### src/rtl/dmem_arbiter.sv
// dmem_arbiter: shares the single-ported data memory between the datapath and the loader port.
// Define DMEM_ARB_RR_EN for round-robin arbitration; otherwise the datapath has fixed priority.
module dmem_arbiter #(
  parameter int DATA_W  = 32,
  parameter int MEM_LAT = 2
) (
  input  logic              clk,
  input  logic              reset,
  input  logic              cpu_req,
  input  logic              cpu_we,
  input  logic [31:0]       cpu_addr,
  input  logic [DATA_W-1:0] cpu_wdata,
  output logic [DATA_W-1:0] cpu_rdata,
  output logic              cpu_done,
  output logic              cpu_stall,
  input  logic              ld_req,
  input  logic              ld_we,
  input  logic [31:0]       ld_addr,
  input  logic [DATA_W-1:0] ld_wdata,
  output logic [DATA_W-1:0] ld_rdata,
  output logic              ld_done,
  output logic              err,
  output logic              mem_en,
  output logic              mem_we,
  output logic [31:0]       mem_addr,
  output logic [DATA_W-1:0] mem_wdata,
  input  logic [DATA_W-1:0] mem_rdata
);
  typedef enum logic [1:0] {IDLE, BUSY, DONE} state_t;
  state_t            state;
  logic [3:0]        cnt;
  logic              owner;
  logic              last;
  logic              win_ld;
  logic              g_we;
  logic [31:0]       g_addr;
  logic [DATA_W-1:0] g_wdata;
`ifdef DMEM_ARB_RR_EN
  assign win_ld = ld_req & (~cpu_req | ~last);
`else
  assign win_ld = ld_req & ~cpu_req;
`endif
  always_comb begin
    g_we    = win_ld ? ld_we : cpu_we;
    g_addr  = win_ld ? ld_addr : cpu_addr;
    g_wdata = win_ld ? ld_wdata : cpu_wdata;
  end
  // cpu_done is high exactly while a datapath access sits in DONE
  assign cpu_stall = cpu_req & ~cpu_done;
  always_ff @(posedge clk or negedge reset) begin
    if (!reset) begin
      state     <= IDLE;
      cnt       <= 4'd0;
      owner     <= 1'b0;
      last      <= 1'b1;
      mem_en    <= 1'b0;
      mem_we    <= 1'b0;
      mem_addr  <= '0;
      mem_wdata <= '0;
      cpu_rdata <= '0;
      ld_rdata  <= '0;
      cpu_done  <= 1'b0;
      ld_done   <= 1'b0;
      err       <= 1'b0;
    end else begin
      cpu_done <= 1'b0;
      ld_done  <= 1'b0;
      err      <= 1'b0;
      last     <= (state == BUSY && cnt == 4'd0) ? owner : last;
      case (state)
        IDLE: if (cpu_req | ld_req) begin
          owner     <= win_ld;
          mem_addr  <= g_addr;
          mem_wdata <= g_wdata;
          if (|g_addr[1:0]) begin
            state    <= DONE;
            mem_we   <= 1'b0;
            cpu_done <= ~win_ld;
            ld_done  <= win_ld;
            err      <= 1'b1;
            if (win_ld) ld_rdata <= '0;
            else cpu_rdata <= '0;
          end else begin
            state  <= BUSY;
            mem_en <= 1'b1;
            mem_we <= g_we;
            cnt    <= 4'(MEM_LAT - 1);
          end
        end
        BUSY: if (cnt != 4'd0) cnt <= cnt - 4'd1;
        else begin
          state    <= DONE;
          mem_en   <= 1'b0;
          mem_we   <= 1'b0;
          cpu_done <= ~owner;
          ld_done  <= owner;
          if (owner) ld_rdata <= mem_we ? '0 : mem_rdata;
          else cpu_rdata <= mem_we ? '0 : mem_rdata;
        end
        default: state <= IDLE;
      endcase
    end
  end
endmodule

### config.mk
export PLATFORM = sky130hd
export DESIGN_NAME = dmem_arbiter
export DESIGN_NICKNAME = d
export VERILOG_FILES = /design/src/rtl/dmem_arbiter.sv
export SDC_FILE = /design/constraint.sdc
export NUM_CORES = 1
export LEC_CHECK = 0
export BUFFER_PORTS_ARGS = -buffer_cell sky130_fd_sc_hd__buf_2
export CORE_MARGIN = 2
export CORE_UTILIZATION = 51
export CTS_CLUSTER_DIAMETER = 200
export DETAILED_ROUTE_END_ITERATION = 8
export PLACE_DENSITY = 0.86
export SLEW_MARGIN = 20
export SYNTH_ARGS = -nofsm -noshare
export SYNTH_HDL_FRONTEND = slang
export SYNTH_SLANG_ARGS = --single-unit
### constraint.sdc
create_clock -name clk -period 4.93 [get_ports clk]
set_input_delay 0.7395 -clock clk [delete_from_list [all_inputs] [get_ports clk]]
set_output_delay 0.7395 -clock clk [all_outputs]
set_load 0.02 [all_outputs]
==> qor.tcl, run 1 <==
set qor(worst_setup_path_startpoint) {state[0]}
set qor(synthesis.area_per_instance_um2) 9.911
set qor(crit-reg2reg-launch) {state[0]}
set qor(relSlewSlack_pct) 30.07
set qor(finClkSkew_ns) 0.01013
set qor(detail_route.iter0.violations) 500
set qor(slowest_delay_ns) 0.66
set qor(clock_slew_at_the_register_clock_pins_of_the_worst_setup_and_hold_paths_ns) 0.06
set qor(detailroute.via_count) 5709
set qor(initial_util_pct) 51.60
set qor(first_global_vias) 5355
set qor(report.final.hold_viol_count) 0
set qor(fillers) 957
set qor(final_cell_area_um2) 8554
set qor(timing.final.crit_period_ns) 2.337
set qor(area_growth_syn_to_layout_pct) 32.99
set qor(routability_driven_placement_congestion_ratio) 0.8103
set qor(synth-warning-count) 0
set qor(postSynthNetCount) 817
set qor(highest_count_cells_in_the_layout_ignoring_fill_and_taps) {sky130_fd_sc_hd__buf_2, sky130_fd_sc_hd__nand2_1, sky130_fd_sc_hd__dfrtp_1}
set qor(insertion_delay_ns) 0.41
set qor(worst_hold_slack_ns) 0.2826
set qor(initial_antenna_violation_count) 3
set qor(ys.flop_type) {sky130_fd_sc_hd__dfrtp_1}
set qor(cp.arrival_ns) 2.67
set qor(track_usage_pct) 25.66
set qor(detailedRoute.firstPassIterationCount) 5
set qor(cts_htree_levels) 4
set qor(routed-wl-met3_mm) 1.424
set qor(report.power.total_mw) 5.197
set qor(grt_setup_unrepaired) {false}
set qor(cts-buffers-inserted) 17
set qor(remaining_drc_errors) 0
set qor(synth_enable_flop_cells) 0
set qor(die_area_um2) 13530
set qor(final_min_period_over_clock_period_pct) 47.41
set qor(tritoncts) {yes}
set qor(cap_viol_max_count) 0
set qor(number_of_buffers_inserted_to_repair_setup_after_cts) 0
set qor(core_area_um2) 12470
set qor(timing_worst_setup_path_type) {register to register}
set qor(post_synthesis_cell_area_um2) 6432
set qor(clk_root_buffer_cell) {sky130_fd_sc_hd__clkbuf_16}
set qor(synth.ff_latch_count) 140
set qor(yosysUniqueCellTypes) 38
set qor(fmax_mhz) 427.9
set qor(routed_wl_mm) 17.36
set qor(power.ir.vdd_worst_mv) 0.3092
set qor(cp_slowest_cell) {sky130_fd_sc_hd__o21a_4}
set qor(detail_route.vias_per_cell) 5.111
set qor(maxUsedRoutingLayer) {met5}
set qor(status) {completed}
set qor(die_x_um) 116.3
set qor(layout.core_utilization_pct) 68.62
set qor(clock_tree.buffer_depth) 2
set qor(crit_path_start_kind) {register}
set qor(setup_tns_ns) 0
set qor(post_route_cells_drive_above_1_share_pct) 44.01
set qor(p_leak_nw) 4.251
set qor(report.final.setup_viol) 0
set qor(ys_seq_area_share_pct) 54.46
set qor(synthArstFlopShare_pct) 100.0
set qor(grt_max_degree) 76
set qor(crit_path_max_fo) 75
set qor(wire_per_inst_um) 15.54
set qor(wirelength_met1_mm) 6.772
set qor(worst_pin_slew_ns) 1.049
set qor(rows) 41
set qor(synthCells) 649
set qor(dp.final_hpwl_mm) 12.71
set qor(worst_setup_path_end_kind) {register}
set qor(cts_repair_resize_count) 0
set qor(hold_buffers) 0
set qor(grt_first_pass_wirelength_mm) 26.61
set qor(met2_wirelength_mm) 8.554
set qor(clock_sinks) 140
set qor(dieHeight_um) 116.3
set qor(final-max-slew-violation-count) 0
set qor(min-delay-path-class) {input port to async pin}
set qor(finish.net_count) 1098
set qor(cp_common_cell) {sky130_fd_sc_hd__nor2_1}
set qor(path_cells) {nor2_1 -> o21a_4 -> buf_4 -> nor2_1 -> a31oi_1}
set qor(final_common_cell) {sky130_fd_sc_hd__buf_2}
set qor(pin_count) 300
set qor(overflow) 0
set qor(ant_nets) 0
set qor(p_per_area_nw_per_um2) 607.5
set qor(placement.io_buffers) 299
set qor(dpl-instance-area_um2) 7939
set qor(worst-endpoint-required_ns) 5.26
[path summary, 6_finish.rpt]
path | endpoint | slack (ns) | cells after the start
setup / recovery | mem_addr[7] | 2.59 | 5
hold / removal | ld_rdata[23] | 0.28 | 1
setup reg to reg | mem_addr[7] | 2.59 | 5
hold reg to reg | mem_en | 0.49 | 1
max in group asynchronous | mem_wdata[30] | 3.65 | 2
min in group clk | mem_en | 0.49 | 1
[layout make-up]
cell class | count | area, µm² | area share [%]
Inverter | 34 | 127.6 | 1.492
Sequential cell | 140 | 3503 | 40.95
Multi-Input combinational cell | 430 | 2530 | 29.57
Clock buffer | 20 | 466.7 | 5.456
Timing Repair Buffer | 307 | 1563 | 18.27
Tap cell | 172 | 215.2 | 2.516
Antenna cell | 2 | 5.005 | 0.05851
Clock inverter | 12 | 143.9 | 1.682
[sequential cells by signal (all words and copies together), names as in the netlist]
name	flops
mem_we	1
ld_rdata	32
mem_addr	32
ld_done	1
cpu_done	1
err	1
cpu_rdata	32
cnt	4
mem_en	1
state	2
owner	1
mem_wdata	32
[cell usage after synthesis, types with 2 or more instances]
library cell | count | area, µm²
sky130_fd_sc_hd__nor2_1 | 70 | 262.8
sky130_fd_sc_hd__nand3_2 | 29 | 290.3
sky130_fd_sc_hd__a31o_2 | 2 | 17.52
sky130_fd_sc_hd__nand2b_1 | 4 | 25.02
sky130_fd_sc_hd__nand2_1 | 164 | 615.6
sky130_fd_sc_hd__a31oi_1 | 64 | 400.4
sky130_fd_sc_hd__o21ai_0 | 2 | 10.01
sky130_fd_sc_hd__a21oi_1 | 4 | 20.02
sky130_fd_sc_hd__buf_2 | 14 | 70.07
sky130_fd_sc_hd__buf_4 | 2 | 15.01
sky130_fd_sc_hd__inv_1 | 34 | 127.6
sky130_fd_sc_hd__nand3_1 | 3 | 15.01
sky130_fd_sc_hd__o21ai_2 | 33 | 289.0
sky130_fd_sc_hd__clkbuf_1 | 16 | 60.06
sky130_fd_sc_hd__mux2i_1 | 33 | 330.3
sky130_fd_sc_hd__buf_6 | 12 | 135.1
sky130_fd_sc_hd__ha_1 | 2 | 25.02
sky130_fd_sc_hd__dfrtp_1 | 140 | 3503
sky130_fd_sc_hd__o22ai_1 | 2 | 12.51
[worst max-delay path, delay by kind of cell (launching register included)]
| family | cells | cell delay [ns] |
|---|---|---|
| buffers and inverters | 1 | 0.57 |
| and+or+nand+nor | 2 | 0.36 |
| AOI/OAI and AO/OA | 2 | 0.84 |
| DFF | 1 | 0.43 |
[cell families (layout without fill, tap and decap cells)]
kind of cell	after synthesis	count (layout)	share of synthesized area (%)
other cells	0	2	0
mux	34	34	5.310
buf+inv	79	373	6.419
flops	140	140	54.46
fa+ha+maj	2	2	0.3890
simple gates	278	278	20.00
compound gates	116	116	13.42
[where the power goes]
group | leakage, nW | internal, mW | switching (mW)
clock network | 0.301 | 0.831 | 0.476
logic | 2.20 | 0.682 | 1.39
registers | 1.75 | 1.58 | 0.242
[metal layers]
layer,global-route usage (%),vias up
li1,-,2747
met1,30.72,2658
met2,41.98,257
met3,8.614,45
met4,12.06,2
met5,0,-
[metrics by stage]
stage	setup WS (ns)	instances
detailed placement	2.459	1083
floorplan	3.061	649
CTS	2.610	1115
global placement	2.516	1083
global route	2.373	1116
finish	2.593	1117
(Power assumes the default switching activity.)
==> inputs of run 2 (changes only) <==
- ABC_AREA: not set -> 1
- CORE_UTILIZATION: 51 -> 42
- PLACE_DENSITY: 0.86 -> 0.76
- clock period: 4.93 -> 1.88 ns (I/O delays scaled with it)
==> run 2 against run 1 <==
Critical path type unchanged. Register-to-register slack lost 2.4 ns. Count of clock-buffer cells in the layout is 2 higher. Sequential share of layout area decreased by 1.1 points. Global-route usage fell by 0.75 points. Core utilization shrank 10 points.
==> qor.tcl, run 2 <==
set qor(crit_end) {ld_rdata[10]}
set qor(final_common_cell) {sky130_fd_sc_hd__buf_2}
set qor(fillers) 1398
set qor(storage_element_area_um2) 3503
set qor(cts_repair_resize_count) 0
set qor(grt_max_degree) 68
set qor(power.ir.vdd_worst_mv) 0.7802
set qor(detail_route.iter0.violations) 504
set qor(worst_setup_path_startpoint) {state[0]}
set qor(crit-reg2reg-launch) {state[0]}
set qor(postSynthNetCount) 948
set qor(worst_setup_path_end_kind) {register}
set qor(clk_root_buffer_cell) {sky130_fd_sc_hd__clkbuf_16}
set qor(routability_driven_placement_congestion_ratio) 0.8347
set qor(setup_tns_ns) 0
set qor(path_cells) {nor2_4 -> inv_1 -> nor2_4 -> nand2_4 -> nand2_4 -> nand2_1 -> nand2_1}
set qor(overflow) 0
set qor(maxUsedRoutingLayer) {met5}
set qor(cts-buffers-inserted) 17
set qor(post_synthesis_cell_area_um2) 6444
set qor(diodes) 0
set qor(core_area_um2) 15090
set qor(placement.io_buffers) 299
set qor(crit_path_start_kind) {register}
set qor(insertion_delay_ns) 0.41
set qor(synth_top_cell_by_area) {sky130_fd_sc_hd__dfrtp_1}
set qor(clock_tree.buffer_depth) 2
set qor(worst_pin_slew_ns) 0.4428
set qor(synth_most_common_cell) {sky130_fd_sc_hd__nand2_1}
set qor(relSlewSlack_pct) 70.48
set qor(min-delay-path-class) {input port to register}
set qor(finClkSkew_ns) 0.005533
set qor(status) {completed}
set qor(synth-warning-count) 0
set qor(wire_per_inst_um) 16.28
set qor(detail_route.vias_per_cell) 5.195
set qor(multi_input_area_um2) 2600
set qor(synth.top_cell.area_share_pct) 54.37
set qor(die_area_um2) 16350
set qor(ys.flop_type) {sky130_fd_sc_hd__dfrtp_1}
set qor(p_per_area_nw_per_um2) 1716
set qor(fmax_mhz) 596.6
set qor(finish.net_count) 1231
set qor(crit_path_max_fo) 33
set qor(tritoncts) {yes}
set qor(report.final.setup_viol) 0
set qor(dieHeight_um) 127.9
set qor(dp.final_hpwl_mm) 14.17
set qor(report.final.hold_viol_count) 0
set qor(synth_commonest_cells) {sky130_fd_sc_hd__nand2_1, sky130_fd_sc_hd__dfrtp_1, sky130_fd_sc_hd__a21oi_1, sky130_fd_sc_hd__nor2_1, sky130_fd_sc_hd__nand3_1}
set qor(synthArstFlopShare_pct) 100.0
set qor(worst-endpoint-required_ns) 2.23
set qor(timing.final.crit_period_ns) 1.676
set qor(ys_seq_area_share_pct) 54.37
set qor(routed-wl-met3_mm) 1.860
set qor(detailedRoute.firstPassIterationCount) 6
set qor(ant_nets) 0
set qor(routed_wl_mm) 20.58
set qor(remaining_drc_errors) 0
set qor(post_route_cells_drive_above_1_share_pct) 34.01
set qor(clock_sinks) 140
set qor(cts_htree_levels) 4
set qor(cap_viol_max_count) 0
set qor(yosysUniqueCellTypes) 24
set qor(cp.arrival_ns) 2.02
set qor(track_usage_pct) 24.91
set qor(initial_util_pct) 42.70
set qor(final-max-slew-violation-count) 0
set qor(critical-path-top-delay-family) {simple AND/OR/NAND/NOR gates}
set qor(report.power.total_mw) 15.08
set qor(area_growth_syn_to_layout_pct) 36.35
set qor(pin_count) 300
set qor(synth_top_cells_by_area) {sky130_fd_sc_hd__dfrtp_1, sky130_fd_sc_hd__nand2_1, sky130_fd_sc_hd__a21oi_1}
set qor(wirelength_met1_mm) 8.137
set qor(p_leak_nw) 4.792
set qor(grt_setup_unrepaired) {false}
set qor(critical_path_buf_inv_count) 1
set qor(highest_count_cells_in_the_layout_ignoring_fill_and_taps) {sky130_fd_sc_hd__buf_2, sky130_fd_sc_hd__nand2_1, sky130_fd_sc_hd__dfrtp_1}
set qor(number_of_buffers_inserted_to_repair_setup_after_cts) 0
set qor(synth_enable_flop_cells) 0
set qor(clock_slew_at_the_register_clock_pins_of_the_worst_setup_and_hold_paths_ns) 0.06
set qor(synthesis.area_per_instance_um2) 8.261
set qor(detailroute.via_count) 6567
set qor(die_x_um) 127.9
set qor(slowest_delay_ns) 0.44
set qor(cp_slowest_cell) {sky130_fd_sc_hd__dfrtp_1}
set qor(dpl_worst_slack_ns) 0.1423
set qor(timing_worst_setup_path_type) {register to register}
set qor(setup_ws_ns) 0.2037
set qor(synthCells) 780
set qor(initial_antenna_violation_count) 1
set qor(first_global_vias) 6260
set qor(flop_to_flop_setup_slack_ns) 0.20
set qor(grt_first_pass_wirelength_mm) 31.82
set qor(worst_r2r_endpoint) {ld_rdata[10]}
set qor(synth.ff_latch_count) 140
set qor(rows) 45
set qor(reg2regPathDepth) 7
set qor(path_depth) 7
set qor(final_min_period_over_clock_period_pct) 89.16
set qor(met2_wirelength_mm) 10.19
[run 2: cell count changes after synthesis, moves of 32 or more]
cell | before | now
sky130_fd_sc_hd__nand4_1 | 0 | 32
sky130_fd_sc_hd__a21oi_1 | 4 | 125
sky130_fd_sc_hd__nand3_1 | 3 | 72
sky130_fd_sc_hd__mux2i_1 | 33 | 0
sky130_fd_sc_hd__nand2_1 | 164 | 212
sky130_fd_sc_hd__a31oi_1 | 64 | 0
[run 2: worst min-delay path, cell delays in order]
cell and delay [ns]:
sky130_fd_sc_hd__buf_2 0.09, sky130_fd_sc_hd__nand2_1 0.05, sky130_fd_sc_hd__a21oi_1 0.06
[run 2: per-layer routing]
layer,vias up,track usage (%)
met2,290,43.28
met4,2,8.597
li1,3140,-
met3,30,7.930
met5,-,0
met1,3105,29.16
[run 2: how the worst min path moves through the flow]
stage | startpoint | to | slack (ns) | cells after the start
2_1_floorplan | reset | cnt[0] | -0.01 | 0
3_3_place_gp | reset | cpu_rdata[24] | 0.20 | 1
3_5_place_dp | reset | cpu_rdata[24] | 0.20 | 1
4_1_cts | ld_wdata[7] | mem_wdata[7] | 0.09 | 3
5_1_grt | ld_addr[10] | mem_addr[10] | 0.11 | 3
6_report | ld_wdata[7] | mem_wdata[7] | 0.11 | 3
[run 2: area by class of cell]
type                            instances  area share, %
Multi-Input combinational cell        566          29.59
Clock buffer                           22          5.283
Clock inverter                         10          1.595
Timing Repair Buffer                  320          20.21
Inverter                               18         0.7690
Tap cell                              188          2.677
Sequential cell                       140          39.87
[run 2: repair_timing]
| action | in CTS | in global routing |
|---|---|---|
| setup endpoints to repair | 0 | 0 |
| endpoints found under the hold margin | 29 | 0 |
| hold buffers | 1 | 0 |
[run 2: kinds of logic (layout without fill, tap and decap cells)]
family | count (synthesis) | count (layout) | share of synthesized area, %
AO/OA/AOI/OAI | 133 | 133 | 10.49
XOR/XNOR | 2 | 2 | 0.2719
adder cells (fa/ha/maj) | 2 | 2 | 0.3883
buffers and inverters | 74 | 370 | 5.553
flip-flops | 140 | 140 | 54.37
AND/OR/NAND/NOR | 429 | 429 | 28.93
[run 2: power breakdown]
group / leakage, nW / internal, mW / switching (mW)
Clock: 0.286 / 2.16 / 1.27
Combinational: 2.75 / 2.17 / 4.51
Sequential: 1.75 / 4.29 / 0.690
Total: 4.79 / 8.61 / 6.47
[run 2: through the flow]
step / instances / cell area (µm²) / util [%] / hold WS (ns)
2_1_floorplan: 780 / 6444 / - / -0.01359
3_3_place_gp: 1231 / 8172 / 54.15 / 0.1962
3_5_place_dp: 1231 / 8172 / 54.15 / 0.1967
4_1_cts: 1264 / 8786 / 58.23 / 0.08581
5_1_grt: 1264 / 8786 / 58.23 / 0.1052
6_report: 1264 / 8786 / 58.23 / 0.1095
==> inputs of run 3 (changes only) <==
- ABC_AREA: 1 -> not set
- CORE_MARGIN: 2 -> not set
- CORE_UTILIZATION: 42 -> 44
- CTS_BUF_LIST: not set -> sky130_fd_sc_hd__clkbuf_4 sky130_fd_sc_hd__clkbuf_8
- PLACE_DENSITY: 0.76 -> 0.79
==> run 3 against run 2 <==
Worst hold slack worse by 0.029 ns. Cell count decreased by 10%. Sequential power shrank 4.8%. Combinational power decreased by 15%. Critical path depth is the same. Worst setup slack worse by 0.091 ns. Count of clock-buffer cells in the layout is 3 lower. Critical path type unchanged. Largest cell class unchanged. Largest power group unchanged.
==> qor.tcl, run 3 (same netlist as run 1, synthesis figures left out) <==
set qor(report.power.total_mw) 13.31
set qor(worst-endpoint-required_ns) 2.21
set qor(crit_path_max_fo) 32
set qor(crit_path_start_kind) {register}
set qor(fmax_mhz) 565.9
set qor(die_x_um) 122.9
set qor(ant_nets) 0
set qor(report.final.setup_viol) 0
set qor(pin_count) 300
set qor(detail_route.vias_per_cell) 4.966
set qor(worst_pin_slew_ns) 0.5582
set qor(cp.arrival_ns) 2.10
set qor(cts-buffers-inserted) 17
set qor(placement.io_buffers) 299
set qor(cts_htree_levels) 4
set qor(critical-path-top-delay-family) {simple AND/OR/NAND/NOR gates}
set qor(relSlewSlack_pct) 62.39
set qor(min-delay-path-class) {input port to register}
set qor(clock_sinks) 140
set qor(insertion_delay_ns) 0.44
set qor(p_leak_nw) 4.296
set qor(flop_to_flop_setup_slack_ns) 0.11
set qor(wire_per_inst_um) 15.65
set qor(grt_setup_unrepaired) {false}
set qor(highest_count_cells_in_the_layout_ignoring_fill_and_taps) {sky130_fd_sc_hd__buf_2, sky130_fd_sc_hd__nand2_1, sky130_fd_sc_hd__dfrtp_1}
set qor(path_cells) {inv_1 -> ha_1 -> nand2b_1 -> or4_4 -> clkbuf_16 -> nand3_2 -> o21ai_2}
set qor(timing.final.crit_period_ns) 1.767
set qor(finClkSkew_ns) 0.006851
set qor(area_growth_syn_to_layout_pct) 34.57
set qor(slowest_delay_ns) 0.49
set qor(clock_slew_at_the_register_clock_pins_of_the_worst_setup_and_hold_paths_ns) 0.08
set qor(setup_tns_ns) 0
set qor(reg2regPathDepth) 7
set qor(die_area_um2) 15110
set qor(timing_worst_setup_path_type) {register to register}
set qor(maxUsedRoutingLayer) {met5}
set qor(detail_route.iter0.violations) 365
set qor(final_min_period_over_clock_period_pct) 94.00
set qor(initial_util_pct) 45.63
set qor(rows) 43
set qor(power.ir.vdd_worst_mv) 0.7285
set qor(remaining_drc_errors) 0
set qor(tritoncts) {yes}
set qor(post_route_cells_drive_above_1_share_pct) 44.55
set qor(path_depth) 7
set qor(final_common_cell) {sky130_fd_sc_hd__buf_2}
set qor(grt_max_degree) 74
set qor(finish.net_count) 1110
set qor(number_of_buffers_inserted_to_repair_setup_after_cts) 0
set qor(grt_first_pass_wirelength_mm) 26.74
set qor(final-max-slew-violation-count) 0
set qor(cap_viol_max_count) 0
set qor(routed-wl-met3_mm) 1.368
set qor(report.final.hold_viol_count) 0
set qor(cp_slowest_cell) {sky130_fd_sc_hd__or4_4}
set qor(status) {completed}
set qor(met2_wirelength_mm) 8.772
set qor(critical_path_buf_inv_count) 2
set qor(worst_r2r_endpoint) {cpu_rdata[19]}
set qor(detailedRoute.firstPassIterationCount) 4
set qor(first_global_vias) 5287
set qor(crit_end) {cpu_rdata[19]}
set qor(worst_setup_path_startpoint) {cnt[0]}
set qor(routability_driven_placement_congestion_ratio) 0.8123
set qor(overflow) 0
set qor(track_usage_pct) 23.48
set qor(crit-reg2reg-launch) {cnt[0]}
set qor(p_per_area_nw_per_um2) 1538
set qor(detailroute.via_count) 5636
set qor(clk_root_buffer_cell) {sky130_fd_sc_hd__clkbuf_8}
set qor(dieHeight_um) 122.9
set qor(worst_setup_path_end_kind) {register}
set qor(clock_tree.buffer_depth) 2
set qor(routed_wl_mm) 17.77
set qor(core_area_um2) 14100
set qor(wirelength_met1_mm) 7.080
set qor(dp.final_hpwl_mm) 13.02
set qor(initial_antenna_violation_count) 3
[run 3: changes by cell type in the layout (fill, tap and decap cells not counted), moves of 18 or more]
cell / before / now
sky130_fd_sc_hd__nand3_2: 2 / 29
sky130_fd_sc_hd__inv_1: 16 / 34
sky130_fd_sc_hd__nand4_1: 32 / 0
sky130_fd_sc_hd__o21ai_2: 1 / 33
sky130_fd_sc_hd__nand3_1: 72 / 3
sky130_fd_sc_hd__a31oi_1: 0 / 64
sky130_fd_sc_hd__nand2_1: 211 / 164
sky130_fd_sc_hd__mux2i_1: 0 / 33
sky130_fd_sc_hd__nor2_1: 100 / 69
sky130_fd_sc_hd__a21oi_1: 125 / 4
[run 3: per-stage QoR]
stage / hold WS (ns) / std cells / setup WS, ns / instance area (µm²) / utilization, %
2_1_floorplan: -0.01359 / 649 / 0.2382 / 6432 / -
3_3_place_gp: 0.2175 / 1101 / 0.1587 / 8137 / 57.72
3_5_place_dp: 0.2208 / 1101 / 0.09133 / 8137 / 57.72
4_1_cts: 0.04248 / 1133 / 0.08623 / 8621 / 61.16
5_1_grt: 0.05327 / 1134 / 0.02425 / 8653 / 61.39
6_report: 0.08033 / 1135 / 0.1128 / 8656 / 61.41
[run 3: worst reg2reg max path, cell delays in order, from the launching register on]
cell	delay (ns)
sky130_fd_sc_hd__dfrtp_1	0.40
sky130_fd_sc_hd__inv_1	0.11
sky130_fd_sc_hd__ha_1	0.16
sky130_fd_sc_hd__nand2b_1	0.09
sky130_fd_sc_hd__or4_4	0.49
sky130_fd_sc_hd__clkbuf_16	0.26
sky130_fd_sc_hd__nand3_2	0.11
sky130_fd_sc_hd__o21ai_2	0.05
[run 3: area by class of cell]
class,count,area [µm²]
clock buffers,19,255.2
diodes,1,2.502
well taps,180,225.2
clock inverters,12,219.0
inverters,34,127.6
repair buffers,319,1793
fillers,1221,5440
flip-flops and latches,140,3503
multi-input cells,430,2530
[run 3: power breakdown]
part / leakage (nW) / switching [mW] / internal [mW]
clock network: 0.235 / 1.14 / 1.75
logic: 2.31 / 3.71 / 1.96
registers: 1.75 / 0.613 / 4.13
[run 3: how the worst min path moves through the flow]
stage          depth (start not counted)          from             to
4_1_cts                                3  ld_wdata[13]  mem_wdata[13]
5_1_grt                                3  cpu_addr[20]   mem_addr[20]
6_report                               3  ld_wdata[13]  mem_wdata[13]
3_5_place_dp                           1         reset   ld_rdata[23]
2_1_floorplan                          0         reset         cnt[0]
3_3_place_gp                           1         reset   ld_rdata[23]
[run 3: timing repair]
item	CTS	global route
hold endpoints to repair	36	0
setup endpoints to repair	0	3
resized for setup	0	1
hold buffers	1	0
[run 3: metal layers]
layer	GRT usage (%)	vias up
met4	10.52	2
met2	39.82	228
li1	-	2757
met3	7.288	37
met5	0	-
met1	27.22	2612
